<file path="src/rtl/bus_requester.sv">
// -----------------------------------------------------------------------------
// bus_requester
//
// Purpose:
//   Requester side of the shared-bus grant protocol (req/gnt/done/dly).
//   A local command source hands over a beat count with a start strobe. The
//   block raises a request until the arbiter grants the bus, runs the data
//   beats against the target, pulses done on completion, and holds dly while
//   the target still needs post-transfer wait time. A missing grant (timeout),
//   a dropped grant mid-transfer, or a zero-length command raises a one-cycle
//   registered error pulse. Runs in the arbiter's clock domain.
//
// Parameters:
//   LEN_W    - width of the beat-count command and the beat counter
//   TIMEOUT  - cycles allowed in REQ without a grant before aborting (>= 2)
//
// Ports:
//   i_clk       - clock, rising edge
//   i_rst       - synchronous reset, active high
//   i_start     - command strobe, only honoured in IDLE
//   i_len       - beats to transfer, sampled with i_start
//   i_gnt       - bus grant from the arbiter
//   i_tgt_rdy   - target accepts a beat this cycle
//   i_tgt_hold  - target asks for post-transfer wait time
//   o_req       - bus request (REQ and XFER)
//   o_done      - transfer complete, one-cycle pulse (DONE)
//   o_dly       - post-transfer wait request (DONE/WAIT and i_tgt_hold)
//   o_busy      - FSM is not idle
//   o_beat      - a beat completes this cycle
//   o_beat_cnt  - beats completed in the current/last transfer
//   o_err       - one-cycle abort pulse (bad command, timeout, grant loss)
// -----------------------------------------------------------------------------
module bus_requester #(
  parameter int unsigned LEN_W   = 8,
  parameter int unsigned TIMEOUT = 16
) (
  input  logic             i_clk,
  input  logic             i_rst,
  input  logic             i_start,
  input  logic [LEN_W-1:0] i_len,
  input  logic             i_gnt,
  input  logic             i_tgt_rdy,
  input  logic             i_tgt_hold,
  output logic             o_req,
  output logic             o_done,
  output logic             o_dly,
  output logic             o_busy,
  output logic             o_beat,
  output logic [LEN_W-1:0] o_beat_cnt,
  output logic             o_err
);

  // Timeout counter only ever needs to hold 0 .. TIMEOUT-1.
  localparam int unsigned        TO_W    = (TIMEOUT > 2) ? $clog2(TIMEOUT) : 1;
  localparam logic [TO_W-1:0]    TO_LAST = TO_W'(TIMEOUT - 1);
  localparam logic [LEN_W-1:0]   LEN_ONE = LEN_W'(1);

  typedef enum logic [2:0] {
    StIdle = 3'd0,
    StReq  = 3'd1,
    StXfer = 3'd2,
    StDone = 3'd3,
    StWait = 3'd4
  } state_e;

  // ---------------------------------------------------------------------------
  // Registers
  // ---------------------------------------------------------------------------
  state_e           r_state;
  logic [LEN_W-1:0] r_len;
  logic [LEN_W-1:0] r_beat_cnt;
  logic [TO_W-1:0]  r_to_cnt;
  logic             r_err;

  // ---------------------------------------------------------------------------
  // Decoded conditions
  // ---------------------------------------------------------------------------
  state_e w_state_next;
  logic   w_in_idle;
  logic   w_in_req;
  logic   w_in_xfer;
  logic   w_cmd_ok;
  logic   w_cmd_bad;
  logic   w_timeout;
  logic   w_gnt_loss;
  logic   w_beat;
  logic   w_last_beat;
  logic   w_err_set;

  assign w_in_idle  = (r_state == StIdle);
  assign w_in_req   = (r_state == StReq);
  assign w_in_xfer  = (r_state == StXfer);

  assign w_cmd_ok   = w_in_idle & i_start & (i_len != '0);
  assign w_cmd_bad  = w_in_idle & i_start & (i_len == '0);

  // A grant arriving on the same edge as the timeout wins, hence the ~i_gnt.
  assign w_timeout  = w_in_req & ~i_gnt & (r_to_cnt == TO_LAST);
  assign w_gnt_loss = w_in_xfer & ~i_gnt;

  assign w_beat      = w_in_xfer & i_tgt_rdy & i_gnt;
  // r_len is never zero outside IDLE, so len-1 cannot underflow here.
  assign w_last_beat = w_beat & (r_beat_cnt == (r_len - LEN_ONE));

  assign w_err_set  = w_cmd_bad | w_timeout | w_gnt_loss;

  // ---------------------------------------------------------------------------
  // FSM: state register
  // ---------------------------------------------------------------------------
  always_ff @(posedge i_clk) begin
    if (i_rst) begin
      r_state <= StIdle;
    end else begin
      r_state <= w_state_next;
    end
  end

  // ---------------------------------------------------------------------------
  // FSM: next-state logic
  // ---------------------------------------------------------------------------
  always_comb begin
    w_state_next = r_state;
    unique case (r_state)
      StIdle: begin
        if (w_cmd_ok) begin
          w_state_next = StReq;
        end
      end
      StReq: begin
        if (i_gnt) begin
          w_state_next = StXfer;
        end else if (r_to_cnt == TO_LAST) begin
          w_state_next = StIdle;
        end
      end
      StXfer: begin
        if (!i_gnt) begin
          w_state_next = StIdle;
        end else if (w_last_beat) begin
          w_state_next = StDone;
        end
      end
      StDone: begin
        w_state_next = i_tgt_hold ? StWait : StIdle;
      end
      StWait: begin
        if (!i_tgt_hold) begin
          w_state_next = StIdle;
        end
      end
      default: begin
        w_state_next = StIdle;
      end
    endcase
  end

  // ---------------------------------------------------------------------------
  // FSM: outputs. req/done/busy are pure state decodes; dly and beat also
  // qualify with same-cycle inputs so the arbiter sees them without delay.
  // ---------------------------------------------------------------------------
  always_comb begin
    o_req  = 1'b0;
    o_done = 1'b0;
    o_dly  = 1'b0;
    o_busy = 1'b1;
    unique case (r_state)
      StIdle: begin
        o_busy = 1'b0;
      end
      StReq: begin
        o_req = 1'b1;
      end
      StXfer: begin
        o_req = 1'b1;
      end
      StDone: begin
        o_done = 1'b1;
        o_dly  = i_tgt_hold;
      end
      StWait: begin
        o_dly = i_tgt_hold;
      end
      default: begin
        o_busy = 1'b0;
      end
    endcase
  end

  assign o_beat     = w_beat;
  assign o_beat_cnt = r_beat_cnt;
  assign o_err      = r_err;

  // ---------------------------------------------------------------------------
  // Datapath: latched length, beat counter, grant timeout counter, error pulse
  // ---------------------------------------------------------------------------
  always_ff @(posedge i_clk) begin
    if (i_rst) begin
      r_len      <= '0;
      r_beat_cnt <= '0;
      r_to_cnt   <= '0;
      r_err      <= 1'b0;
    end else begin
      r_err <= w_err_set;

      if (w_cmd_ok) begin
        r_len      <= i_len;
        r_beat_cnt <= '0;
        r_to_cnt   <= '0;
      end

      // Stop at TO_LAST; the FSM leaves REQ on that cycle anyway.
      if (w_in_req && !i_gnt && (r_to_cnt != TO_LAST)) begin
        r_to_cnt <= r_to_cnt + TO_W'(1);
      end

      // Counter ends at len, so len = 2^LEN_W-1 never wraps.
      if (w_beat) begin
        r_beat_cnt <= r_beat_cnt + LEN_ONE;
      end
    end
  end

  // ---------------------------------------------------------------------------
  // Structural sanity properties
  // ---------------------------------------------------------------------------
  a_done_no_req : assert property (@(posedge i_clk) disable iff (i_rst)
    o_done |-> !o_req);

  a_cnt_bounded : assert property (@(posedge i_clk) disable iff (i_rst)
    o_busy |-> (o_beat_cnt <= r_len));

  a_beat_in_xfer : assert property (@(posedge i_clk) disable iff (i_rst)
    o_beat |-> (o_req && i_gnt));

endmodule

</file>
<file path="config.mk">
export PLATFORM = sky130hd
export DESIGN_NAME = bus_requester
export DESIGN_NICKNAME = d
export VERILOG_FILES = /design/src/rtl/bus_requester.sv
export SDC_FILE = /design/constraint.sdc
export NUM_CORES = 1
export LEC_CHECK = 0
export CAP_MARGIN = 15
export CORE_MARGIN = 2
export CORE_UTILIZATION = 49
export CTS_BUF_LIST = sky130_fd_sc_hd__clkbuf_2 sky130_fd_sc_hd__clkbuf_4 sky130_fd_sc_hd__clkbuf_8
export CTS_CLUSTER_SIZE = 10
export DETAILED_ROUTE_END_ITERATION = 7
export PLACE_DENSITY = 0.84
export SYNTH_ARGS = -nofsm -noshare
export SYNTH_HDL_FRONTEND = slang
export SYNTH_SLANG_ARGS = --single-unit
</file>
<file path="constraint.sdc">
create_clock -name i_clk -period 2.7 [get_ports i_clk]
set_clock_uncertainty 0.15 [all_clocks]
set_input_delay 0.54 -clock i_clk [delete_from_list [all_inputs] [get_ports i_clk]]
set_output_delay 0.54 -clock i_clk [all_outputs]
set_load 0.005 [all_outputs]
</file>
==> summary by stage <==
Detailed routing
The pre-antenna-repair detailed-routing pass consisted of 4 iterations. In this run, the number of DRC markers left after iteration 0 of detailed routing was between 50 and 60. The via density per instance is slightly below 6. For this run, design rule violations remaining after detail routing come to 0. For this block, the via count after detailed routing is 1,391.

The total detailed-routing wirelength is 3480 um. Once detail routing completed, the nets flagged for antenna violations numbered 0. The detail-routed net length per standard cell is 14.8 um.

Timing
Timing would allow up to 404 MHz. The number of slew-limit violations in the final report was 0. Setup repair after global routing left no endpoint under its margin. Headroom to the max-slew limit came out at ~56%. The slew at the pin closest to its max-slew limit is 643 ps.

The number of failing hold endpoints at the final stage came to 0. The final critical path takes up 91.6% of the cycle. Setup slack on the critical path of the routed design comes to 226 ps.

The final setup violation count is 0. The smallest clock period supported by the final layout is computed as 2470 ps. The setup TNS is 0 ps.

GRT
The initial antenna violation count was 0. Across every metal layer, demand over resource in global routing totals 22.8%. The largest net degree at the start of global routing is 24. The first global-routing pass estimated about 6000 um of wire. The via count of the first global-routing pass is 1,411. After global routing the overflow that remains totals 0.

Layout
The signed area change from the synthesized netlist to the final layout is 24.5%. The number of filler instances in the final layout is ~230. The final layout net count is ~220.

In the layout the commonest cells are 26 x sky130_fd_sc_hd__clkdlybuf4s50_1, 24 x sky130_fd_sc_hd__dfxtp_1, 23 x sky130_fd_sc_hd__nand2_1. The fraction of layout instances using a drive strength above 1 is 9.80%. The number of antenna diodes in the final layout is 0.

The final design instance area without fill is 0.00177 mm^2. The library cell used most frequently in the layout, excluding fill and tap cells, is sky130_fd_sc_hd__clkdlybuf4s50_1.

CTS
The total setup buffers inserted after CTS is 0. The number of H-tree levels is 1. Once the clock tree was built, the resizer swapped 0 gates to a different size.

Clock tree synthesis selected as its root buffer the cell sky130_fd_sc_hd__clkbuf_4. Buffers inserted during clock tree synthesis total 3. The clock net sink count is 24.

The later pin in the worst-skew pair is clocked with a latency of 310 ps. TritonCTS built the clock tree. The largest buffer count on any clock path is 2. Clock-pin slew was measured on the worst setup and hold paths at 130 ps.

The number of hold buffers added after CTS was 0.

Setup path
At the worst endpoint, the arrival time is about 1800 ps. The critical path startpoint category is a register. STA classifies the critical path endpoint as an output port.

The critical path is of the register to output port type. The data required time of the critical path is 2010 ps. Of all nets on the critical path, the largest fanout is 10.

Die
The chip width is approximately 58 um. The die covers about 0.0033 mm^2. The vertical extent of the die is 57.9 um. The placement row count is 19. Pin placement for this block handled 28 I/O pins. The placeable core region is approximately 0.0028 mm^2. The initial standard-cell utilization of the core is 51.5%.

Synthesis
The mean instance size in the synthesized netlist is 8.17 um^2. The top cell type by area accounts for 33.8% of the synthesized area. Counting distinct cell types in the post-synthesis netlist gives 46. sky130_fd_sc_hd__dfxtp_1 takes more of the synthesized area than any other cell. The most used flip-flop cell after synthesis is sky130_fd_sc_hd__dfxtp_1. The synthesized design contains 24 register bits. Yosys printed 0 warnings. In the synthesized netlist the async set-or-reset flop fraction comes to 0%. The count of flip-flops with a built-in enable after synthesis is 0.

The count of mapped cells out of synthesis is roughly 170. Yosys attributes the largest share of cell area to sky130_fd_sc_hd__dfxtp_1 34%, sky130_fd_sc_hd__nand2_1 6.3%, sky130_fd_sc_hd__xnor2_1 5.5%, sky130_fd_sc_hd__a21oi_1 4.9%, sky130_fd_sc_hd__nor2_1 4.8%. After synthesis, flip-flops and latches occupy 33.8% of the total area. In this run the cell area of the synthesized design comes to 0.00142 mm^2. The total nets after synthesis is 191.

Hold path
The path class of the tightest hold or removal check is register to register.

Pwr
The standby leakage power is 0.639 nW. The power density of the placed cells is between 500 and 600 mW/mm^2. The worst supply voltage drop on vdd is 0.442 mV.

Run status
The flow ran to the end, and the final reports show no timing, DRC or antenna violations.

Placement
The cell area after placement is 0.00174 mm^2. The final weighted congestion in routability-driven placement is ~0.86. The sum of net half-perimeters after detailed placement is 2590 um.

The count of buffers inserted at the top-level ports is 27. The placement-stage worst setup slack is 55.9 ps.

Flow run
Across the run, the number of max-cap violations was 0.
-- metal layers --
layer  global-route usage (%)  up-vias  part of all wire, %  wire, um
met3                     3.35        6                  3.2       112
met1                     28.4      660                   46      1600
met2                     37.8       30                   49      1710
met5                        0        -                    0         0
met4                     12.3        0                  1.6        57
li1                         -      695                    -         -
-- cell type report --
cell class	instances	area (um^2)	share of cell area, %
clock buffers	3	22.5	1.27
inverters	7	26.3	1.49
multi-input cells	137	883	49.9
flip-flops and latches	24	480	27.2
well taps	31	38.8	2.19
repair buffers	33	318	18.0
-- report_power, final --
part / switching, mW / internal [mW] / total, mW
Sequential: 0.0551 / 0.387 / 0.442
Clock: 0.105 / 0.0522 / 0.157
Combinational: 0.185 / 0.190 / 0.375
Total: 0.345 / 0.630 / 0.974
-- sequential cells by signal (all words and copies together), names as in the netlist --
name	cells
o_beat_cnt	8
o_err	1
r_len	8
r_state	3
r_to_cnt	4
-- logic make-up (layout without fill, tap and decap cells) --
logic type / Yosys count / count (layout) / synth area share (%)
compound gates: 41 / 41 / 19.0
simple gates: 79 / 79 / 31.6
flops: 24 / 24 / 33.8
buf+inv: 13 / 43 / 4.22
mux: 1 / 1 / 0.704
xor+xnor: 13 / 13 / 8.01
fa+ha+maj: 3 / 3 / 2.64
-- path summary, 6_finish.rpt --
kind / from / to / slack [ps] / cells after the start
setup / recovery: r_state[0] / o_dly / 230 / 5
hold / removal: r_len[7] / r_len[7] / 370 / 2
hold reg to reg: r_len[7] / r_len[7] / 370 / 2
setup reg to reg: r_to_cnt[0] / r_state[0] / 470 / 6
-- cells in the mapped netlist (2+ instances only) --
| cell | count |
|---|---|
| sky130_fd_sc_hd__a2111oi_0 | 3 |
| sky130_fd_sc_hd__a21oi_1 | 14 |
| sky130_fd_sc_hd__a311oi_1 | 3 |
| sky130_fd_sc_hd__a31oi_1 | 3 |
| sky130_fd_sc_hd__and3_1 | 2 |
| sky130_fd_sc_hd__and3b_1 | 2 |
| sky130_fd_sc_hd__buf_2 | 3 |
| sky130_fd_sc_hd__clkbuf_1 | 2 |
| sky130_fd_sc_hd__dfxtp_1 | 24 |
| sky130_fd_sc_hd__ha_1 | 3 |
| sky130_fd_sc_hd__inv_1 | 6 |
| sky130_fd_sc_hd__nand2_1 | 24 |
| sky130_fd_sc_hd__nand2b_1 | 3 |
| sky130_fd_sc_hd__nand3_1 | 6 |
| sky130_fd_sc_hd__nand4_1 | 2 |
| sky130_fd_sc_hd__nor2_1 | 18 |
| sky130_fd_sc_hd__nor2b_1 | 2 |
| sky130_fd_sc_hd__nor3_1 | 7 |
| sky130_fd_sc_hd__nor3b_1 | 2 |
| sky130_fd_sc_hd__nor4_4 | 2 |
| sky130_fd_sc_hd__nor4b_1 | 2 |
| sky130_fd_sc_hd__o21ai_0 | 6 |
| sky130_fd_sc_hd__xnor2_1 | 9 |
| sky130_fd_sc_hd__xor2_1 | 4 |
-- critical path, cell delays in order, from the launching register on --
cell	delay, ps
sky130_fd_sc_hd__dfxtp_1	550
sky130_fd_sc_hd__nand2_1	90
sky130_fd_sc_hd__nor2_1	140
sky130_fd_sc_hd__a21oi_1	70
sky130_fd_sc_hd__nor2_1	110
sky130_fd_sc_hd__clkdlybuf4s50_1	510
-- per-stage QoR --
stage	hold WS, ps	utilization, %	total power [mW]	std cells
floorplan	300	-	0.686	174
global placement	331	63.2	0.794	232
detailed placement	337	63.2	0.820	232
CTS	356	64.0	0.971	235
global route	386	64.2	1.03	235
finish	372	64.2	0.974	235
(Power assumes the default switching activity.)
